**config.mk**
```make
export PLATFORM = sky130hd
export DESIGN_NAME = sa_aw_order_arbiter
export DESIGN_NICKNAME = d
export VERILOG_FILES = /design/src/rtl/sa_aw_order_arbiter.sv
export SDC_FILE = /design/constraint.sdc
export NUM_CORES = 1
export LEC_CHECK = 0
export CAP_MARGIN = 40
export CELL_PAD_IN_SITES_DETAIL_PLACEMENT = 1
export CELL_PAD_IN_SITES_GLOBAL_PLACEMENT = 1
export CORE_ASPECT_RATIO = 0.6
export CORE_MARGIN = 1.5
export CORE_UTILIZATION = 37
export DETAILED_ROUTE_END_ITERATION = 12
export PLACE_DENSITY = 0.85
export SLEW_MARGIN = 25
export SYNTH_ARGS = -nofsm -noshare
export SYNTH_HDL_FRONTEND = slang
export SYNTH_SLANG_ARGS = --single-unit
```
**constraint.sdc**
```tcl
create_clock -name ACLK_i -period 6.9 [get_ports ACLK_i]
set_clock_uncertainty 0.2 [all_clocks]
set_input_delay 1.38 -clock ACLK_i [delete_from_list [all_inputs] [get_ports ACLK_i]]
set_output_delay 1.38 -clock ACLK_i [all_outputs]
set_load 0.05 [all_outputs]
```
**src/rtl/sa_aw_order_arbiter.sv**
```systemverilog
// Per-slave AW arbiter: round-robin selection among dispatchers, one output register stage,
// and a push of {master index, AxLEN} into the WDATA ordering FIFO for every accepted address.
module sa_aw_order_arbiter #(
    parameter int MST_AMT          = 3,
    parameter int MST_ID_W         = $clog2(MST_AMT),
    parameter int TRANS_MST_ID_W   = 5,
    parameter int ADDR_WIDTH       = 32,
    parameter int TRANS_DATA_LEN_W = 3
) (
    input  logic                                   ACLK_i,
    input  logic                                   ARESET_i,
    input  logic [TRANS_MST_ID_W*MST_AMT-1:0]      dsp_AWID_i,
    input  logic [ADDR_WIDTH*MST_AMT-1:0]          dsp_AWADDR_i,
    input  logic [TRANS_DATA_LEN_W*MST_AMT-1:0]    dsp_AWLEN_i,
    input  logic [MST_AMT-1:0]                     dsp_AWVALID_i,
    input  logic [MST_AMT-1:0]                     dsp_slv_sel_i,
    output logic [MST_AMT-1:0]                     dsp_AWREADY_o,
    output logic [MST_ID_W+TRANS_MST_ID_W-1:0]     s_AWID_o,
    output logic [ADDR_WIDTH-1:0]                  s_AWADDR_o,
    output logic [TRANS_DATA_LEN_W-1:0]            s_AWLEN_o,
    output logic                                   s_AWVALID_o,
    input  logic                                   s_AWREADY_i,
    input  logic                                   AW_stall_i,
    output logic [MST_ID_W-1:0]                    AW_mst_id_o,
    output logic [TRANS_DATA_LEN_W-1:0]            AW_AxLEN_o,
    output logic                                   AW_fifo_order_wr_en_o
);

    typedef enum logic {
        IDLE = 1'b0,
        BUSY = 1'b1
    } state_e;

    state_e                        state_r;
    logic [MST_ID_W-1:0]           rr_ptr_r;
    logic [MST_AMT-1:0]            req_s;
    logic [MST_ID_W-1:0]           winner_s;
    logic [MST_ID_W-1:0]           next_ptr_s;
    logic                          found_s;
    logic                          load_en_s;
    logic [TRANS_MST_ID_W-1:0]     sel_id_s;
    logic [ADDR_WIDTH-1:0]         sel_addr_s;
    logic [TRANS_DATA_LEN_W-1:0]   sel_len_s;

    assign req_s       = dsp_AWVALID_i & dsp_slv_sel_i;
    assign s_AWVALID_o = (state_r == BUSY);

    // Reset also gates acceptance so no master sees AWREADY while the block is being cleared.
    assign load_en_s = found_s & ~AW_stall_i & (~s_AWVALID_o | s_AWREADY_i) & ~ARESET_i;

    // Round-robin scan starting at rr_ptr_r; the first requester found wins and its payload is muxed out.
    always_comb begin
        int idx_v;
        idx_v      = 0;
        winner_s   = '0;
        found_s    = 1'b0;
        sel_id_s   = '0;
        sel_addr_s = '0;
        sel_len_s  = '0;
        for (int k = 0; k < MST_AMT; k++) begin
            idx_v = (int'(rr_ptr_r) + k) % MST_AMT;
            if (!found_s && req_s[idx_v]) begin
                found_s    = 1'b1;
                winner_s   = MST_ID_W'(idx_v);
                sel_id_s   = dsp_AWID_i[idx_v*TRANS_MST_ID_W +: TRANS_MST_ID_W];
                sel_addr_s = dsp_AWADDR_i[idx_v*ADDR_WIDTH +: ADDR_WIDTH];
                sel_len_s  = dsp_AWLEN_i[idx_v*TRANS_DATA_LEN_W +: TRANS_DATA_LEN_W];
            end else begin
            end
        end
    end

    // Pointer advances past the winner and wraps at the last master.
    always_comb begin
        if (winner_s == MST_ID_W'(MST_AMT - 1)) begin
            next_ptr_s = '0;
        end else begin
            next_ptr_s = winner_s + MST_ID_W'(1);
        end
    end

    // Master AWREADY and the ordering-FIFO push are the same event.
    always_comb begin
        dsp_AWREADY_o = '0;
        for (int i = 0; i < MST_AMT; i++) begin
            dsp_AWREADY_o[i] = load_en_s & (winner_s == MST_ID_W'(i));
        end
    end

    assign AW_fifo_order_wr_en_o = load_en_s;
    assign AW_mst_id_o           = winner_s;
    assign AW_AxLEN_o            = sel_len_s;

    // IDLE/BUSY state with the slave payload register; payload only changes on a load.
    always_ff @(posedge ACLK_i) begin
        if (ARESET_i) begin
            state_r    <= IDLE;
            rr_ptr_r   <= '0;
            s_AWID_o   <= '0;
            s_AWADDR_o <= '0;
            s_AWLEN_o  <= '0;
        end else if (load_en_s) begin
            state_r    <= BUSY;
            rr_ptr_r   <= next_ptr_s;
            s_AWID_o   <= {winner_s, sel_id_s};
            s_AWADDR_o <= sel_addr_s;
            s_AWLEN_o  <= sel_len_s;
        end else if ((state_r == BUSY) && s_AWREADY_i) begin
            state_r    <= IDLE;
        end
    end

endmodule

```
==> flow_metrics.py <==
metrics = {
    "worst_setup_path": {
        "r2r_cells": 11,
        "worstSetupPathType": "register to primary output",
        "cpMostUsedCell": "inv_1",
        "crit_family": "adder cells",
        "crit_required_ps": 5320,
        "slowest_delay_ps": 810,
        "path_max_fanout": 10,
        "crit_cells": 15,
        "r2r-end": "s_AWID_o[3]",
        "cp-start-kind": "register",
        "worstPathCellList": "inv_1 > ha_2 > inv_1 > ha_1 > o21ai_0 > o31a_1 > ha_1 > inv_1 > fa_1 > or3_1 > or3_1 > o22ai_1 > a2111oi_2 > nor2_1 > clkdlybuf4s50_1",
        "slowest_stage": "clkdlybuf4s50_1",
        "reg2reg_from": "rr_ptr_r[1]",
        "worstSetupEndpointType": "primary output",
        "crit_end": "AW_AxLEN_o[1]",
        "cp_num_buf_inv": 4,
        "arrival_ps": 5110,
        "cp-startpoint": "rr_ptr_r[0]",
        "rrSetupSlack_ps": 2350,
    },
    "cells_and_area": {
        "diodes": 0,
        "final_net_count": 1116,
        "fill_cells": 1934,
        "multi_input_area_mm2": 0.00470,
        "layout_commonest_cell": "clkdlybuf4s50_1",
        "final-seq-area_um2": 901,
        "drive_above_1_share": 0.0519,
        "final_cells": 1167,
        "utilization": 0.520,
        "layout_common_cells": "clkdlybuf4s50_1, mux2i_1, o21ai_0",
        "area_growth_pct": 35.3,
    },
    "die": {
        "die_area_mm2": 0.0170,
        "dieHeight_um": 102,
        "coreArea_mm2": 0.0156,
        "num_rows": 35,
        "ios": 182,
        "start_util": 0.384,
        "die_x_um": 167,
    },
    "cts": {
        "cts.clk_slew.worst_paths_ps": 70,
        "clock_path_buffers": 2,
        "clkSinkCount": 45,
        "cts_tree": "done",
        "cts_setup_buffers": 0,
        "htree_num_levels": 2,
        "cts_buffers": 5,
        "clk_latency_ps": 290,
        "cts_root_buf": "clkbuf_16",
    },
    "power": {
        "power_frac_comb": 0.504,
        "clockPowerShare": 0.232,
        "cellInternalPower_mw": 0.642,
        "p_per_area_mw_per_mm2": 134,
        "power_switching_mw": 0.445,
        "p_leak_nw": 2.61,
        "swShare": 0.410,
        "p_seq_frac": 0.265,
        "worst_ir_drop_vdd_v": 0.0000820,
    },
    "logic_synthesis": {
        "synth_edf_count": 0,
        "synth.net_count": 983,
        "syn_area_per_cell_um2": 7.21,
        "yosysSeqAreaShare": 0.150,
        "ys_async_sr_fraction": 0,
        "synthCells": 830,
        "synthesis.area_mm2": 0.00599,
        "yosys_warnings": 0,
        "ys_ff_latch": 45,
        "ys.flop_type": "dfxtp_1",
        "synth.distinct_cells": 67,
    },
    "run": {
        "maxCapViolations": 0,
    },
    "placement": {
        "dpl.hpwl_um": 17800,
        "io_buffer_count": 181,
        "dp.cells": 1158,
        "gp_congestion": 0.912,
    },
    "sta": {
        "min_period_over_period": 0.969,
        "fin_crit_ps": 6690,
        "worstMarginPinSlew_ps": 816,
        "maxSlewViolCount": 0,
        "rsz0062_at_grt": "false",
        "timing.fmax_mhz": 150,
        "holdWs_ps": 268,
        "setup-tns-final_ps": 0,
        "slew-limit-headroom": 0.456,
        "finalHoldViolations": 0,
        "finalSetupViolCount": 0,
    },
    "route": {
        "final_antenna_net_count": 0,
        "vias": 7066,
        "routed_wl_um": 24600,
        "drtPass1Iterations": 6,
        "wl_per_cell_um": 21.1,
        "route.detailed.drc": 0,
        "avgViaCountPerCell": 6.05,
        "drt_iter0_drc": 719,
    },
    "global_routing": {
        "grt_pass1_wl_um": 38200,
        "grt_usage": 0.283,
        "grt_overflow": 0,
        "antenna_found_initial": 0,
        "grt_max_degree": 66,
        "grt_pass1_vias": 6864,
    },
    "hold_path": {
        "hp-class": "register to register",
    },
    "run_status": {
        "outcome": "finished clean",
    },
}
[routing by layer]
metal  GRT usage  part of all wire  wire [um]
met3      0.0598             0.089       2180
met4      0.0381            0.0077        190
met2       0.429              0.42      10300
met1       0.419              0.49      11900
met5           0                 0          0
[power by group through the flow]
stage                     Clock [mW]  Combinational (mW)  Sequential (mW)
final                          0.252               0.547            0.287
after global routing           0.265               0.586            0.289
after CTS                      0.258               0.541            0.287
after detailed placement           0               0.539            0.293
after global placement             0               0.518            0.293
after floorplan                    0               0.272            0.343
[through the flow]
stage	instance area (um2)	power, mW	worst slack (ps)
floorplan	5990	0.615	1190
global placement	7820	0.811	683
detailed placement	7940	0.832	478
CTS	8080	1.09	130
global route	8100	1.14	21.0
finish	8100	1.09	213
[flip-flops by register name, indices dropped and copies added (netlist names)]
signal / count
s_AWADDR_o: 32
s_AWID_o: 7
s_AWLEN_o: 3
rr_ptr_r: 2
s_AWVALID_o: 1
[repair_timing]
action                                 in CTS  in global routing
hold buffers                                0                  0
endpoints found under the hold margin       0                  0
gates resized for setup                     0                  1
setup endpoints to repair                   0                  2
[worst min-delay path: stages (launching register included)]
cell     delay [ps]
dfxtp_1         310
nand3_1          60
o21ai_1          50
[cell families after synthesis]
logic type      count (synthesis)  share of synthesized area
fa+ha+maj                      23                     0.0531
flops                          45                      0.150
simple gates                  269                      0.202
buf+inv                        92                     0.0748
xor+xnor                        8                     0.0142
compound gates                260                      0.273
mux                           133                      0.233
[worst min path at each step]
stage / cells after the start / slack, ps / to / from
2_1_floorplan: 2 / 330 / rr_ptr_r[1] / rr_ptr_r[1]
3_3_place_gp: 2 / 250 / s_AWADDR_o[0] / s_AWADDR_o[0]
3_5_place_dp: 2 / 260 / s_AWADDR_o[30] / s_AWADDR_o[30]
4_1_cts: 2 / 270 / s_AWADDR_o[30] / s_AWADDR_o[30]
5_1_grt: 2 / 300 / s_AWADDR_o[26] / s_AWADDR_o[26]
6_report: 2 / 270 / s_AWADDR_o[26] / s_AWADDR_o[26]
[area by class of cell]
type	instances	area share
repair buffers	198	0.251
inverters	20	0.00927
clock inverters	1	0.000927
well taps	203	0.0314
clock buffers	7	0.0164
multi-input cells	693	0.580
flip-flops and latches	45	0.111
[Yosys cell counts, types with 4 or more instances]
cell type	n	area, um2
and2_1	8	50.1
a21oi_1	58	290
mux2_2	7	78.8
xnor2_1	4	35.0
a311oi_1	4	35.0
o22ai_1	5	31.3
nor2b_1	7	43.8
inv_1	19	71.3
ha_1	19	238
nand2_1	89	334
dfxtp_1	45	901
nand2b_1	4	25.0
nor3_1	7	35.0
o21ai_1	16	80.1
clkbuf_1	39	146
buf_4	13	97.6
nand3_1	53	265
fa_1	4	80.1
buf_2	13	65.1
o21ai_0	103	515
a221oi_1	33	289
mux2i_1	121	1210
nor2_1	83	312
buf_6	5	56.3
mux4_2	4	90.1
No activity file was read; power rests on OpenSTA's default activity.
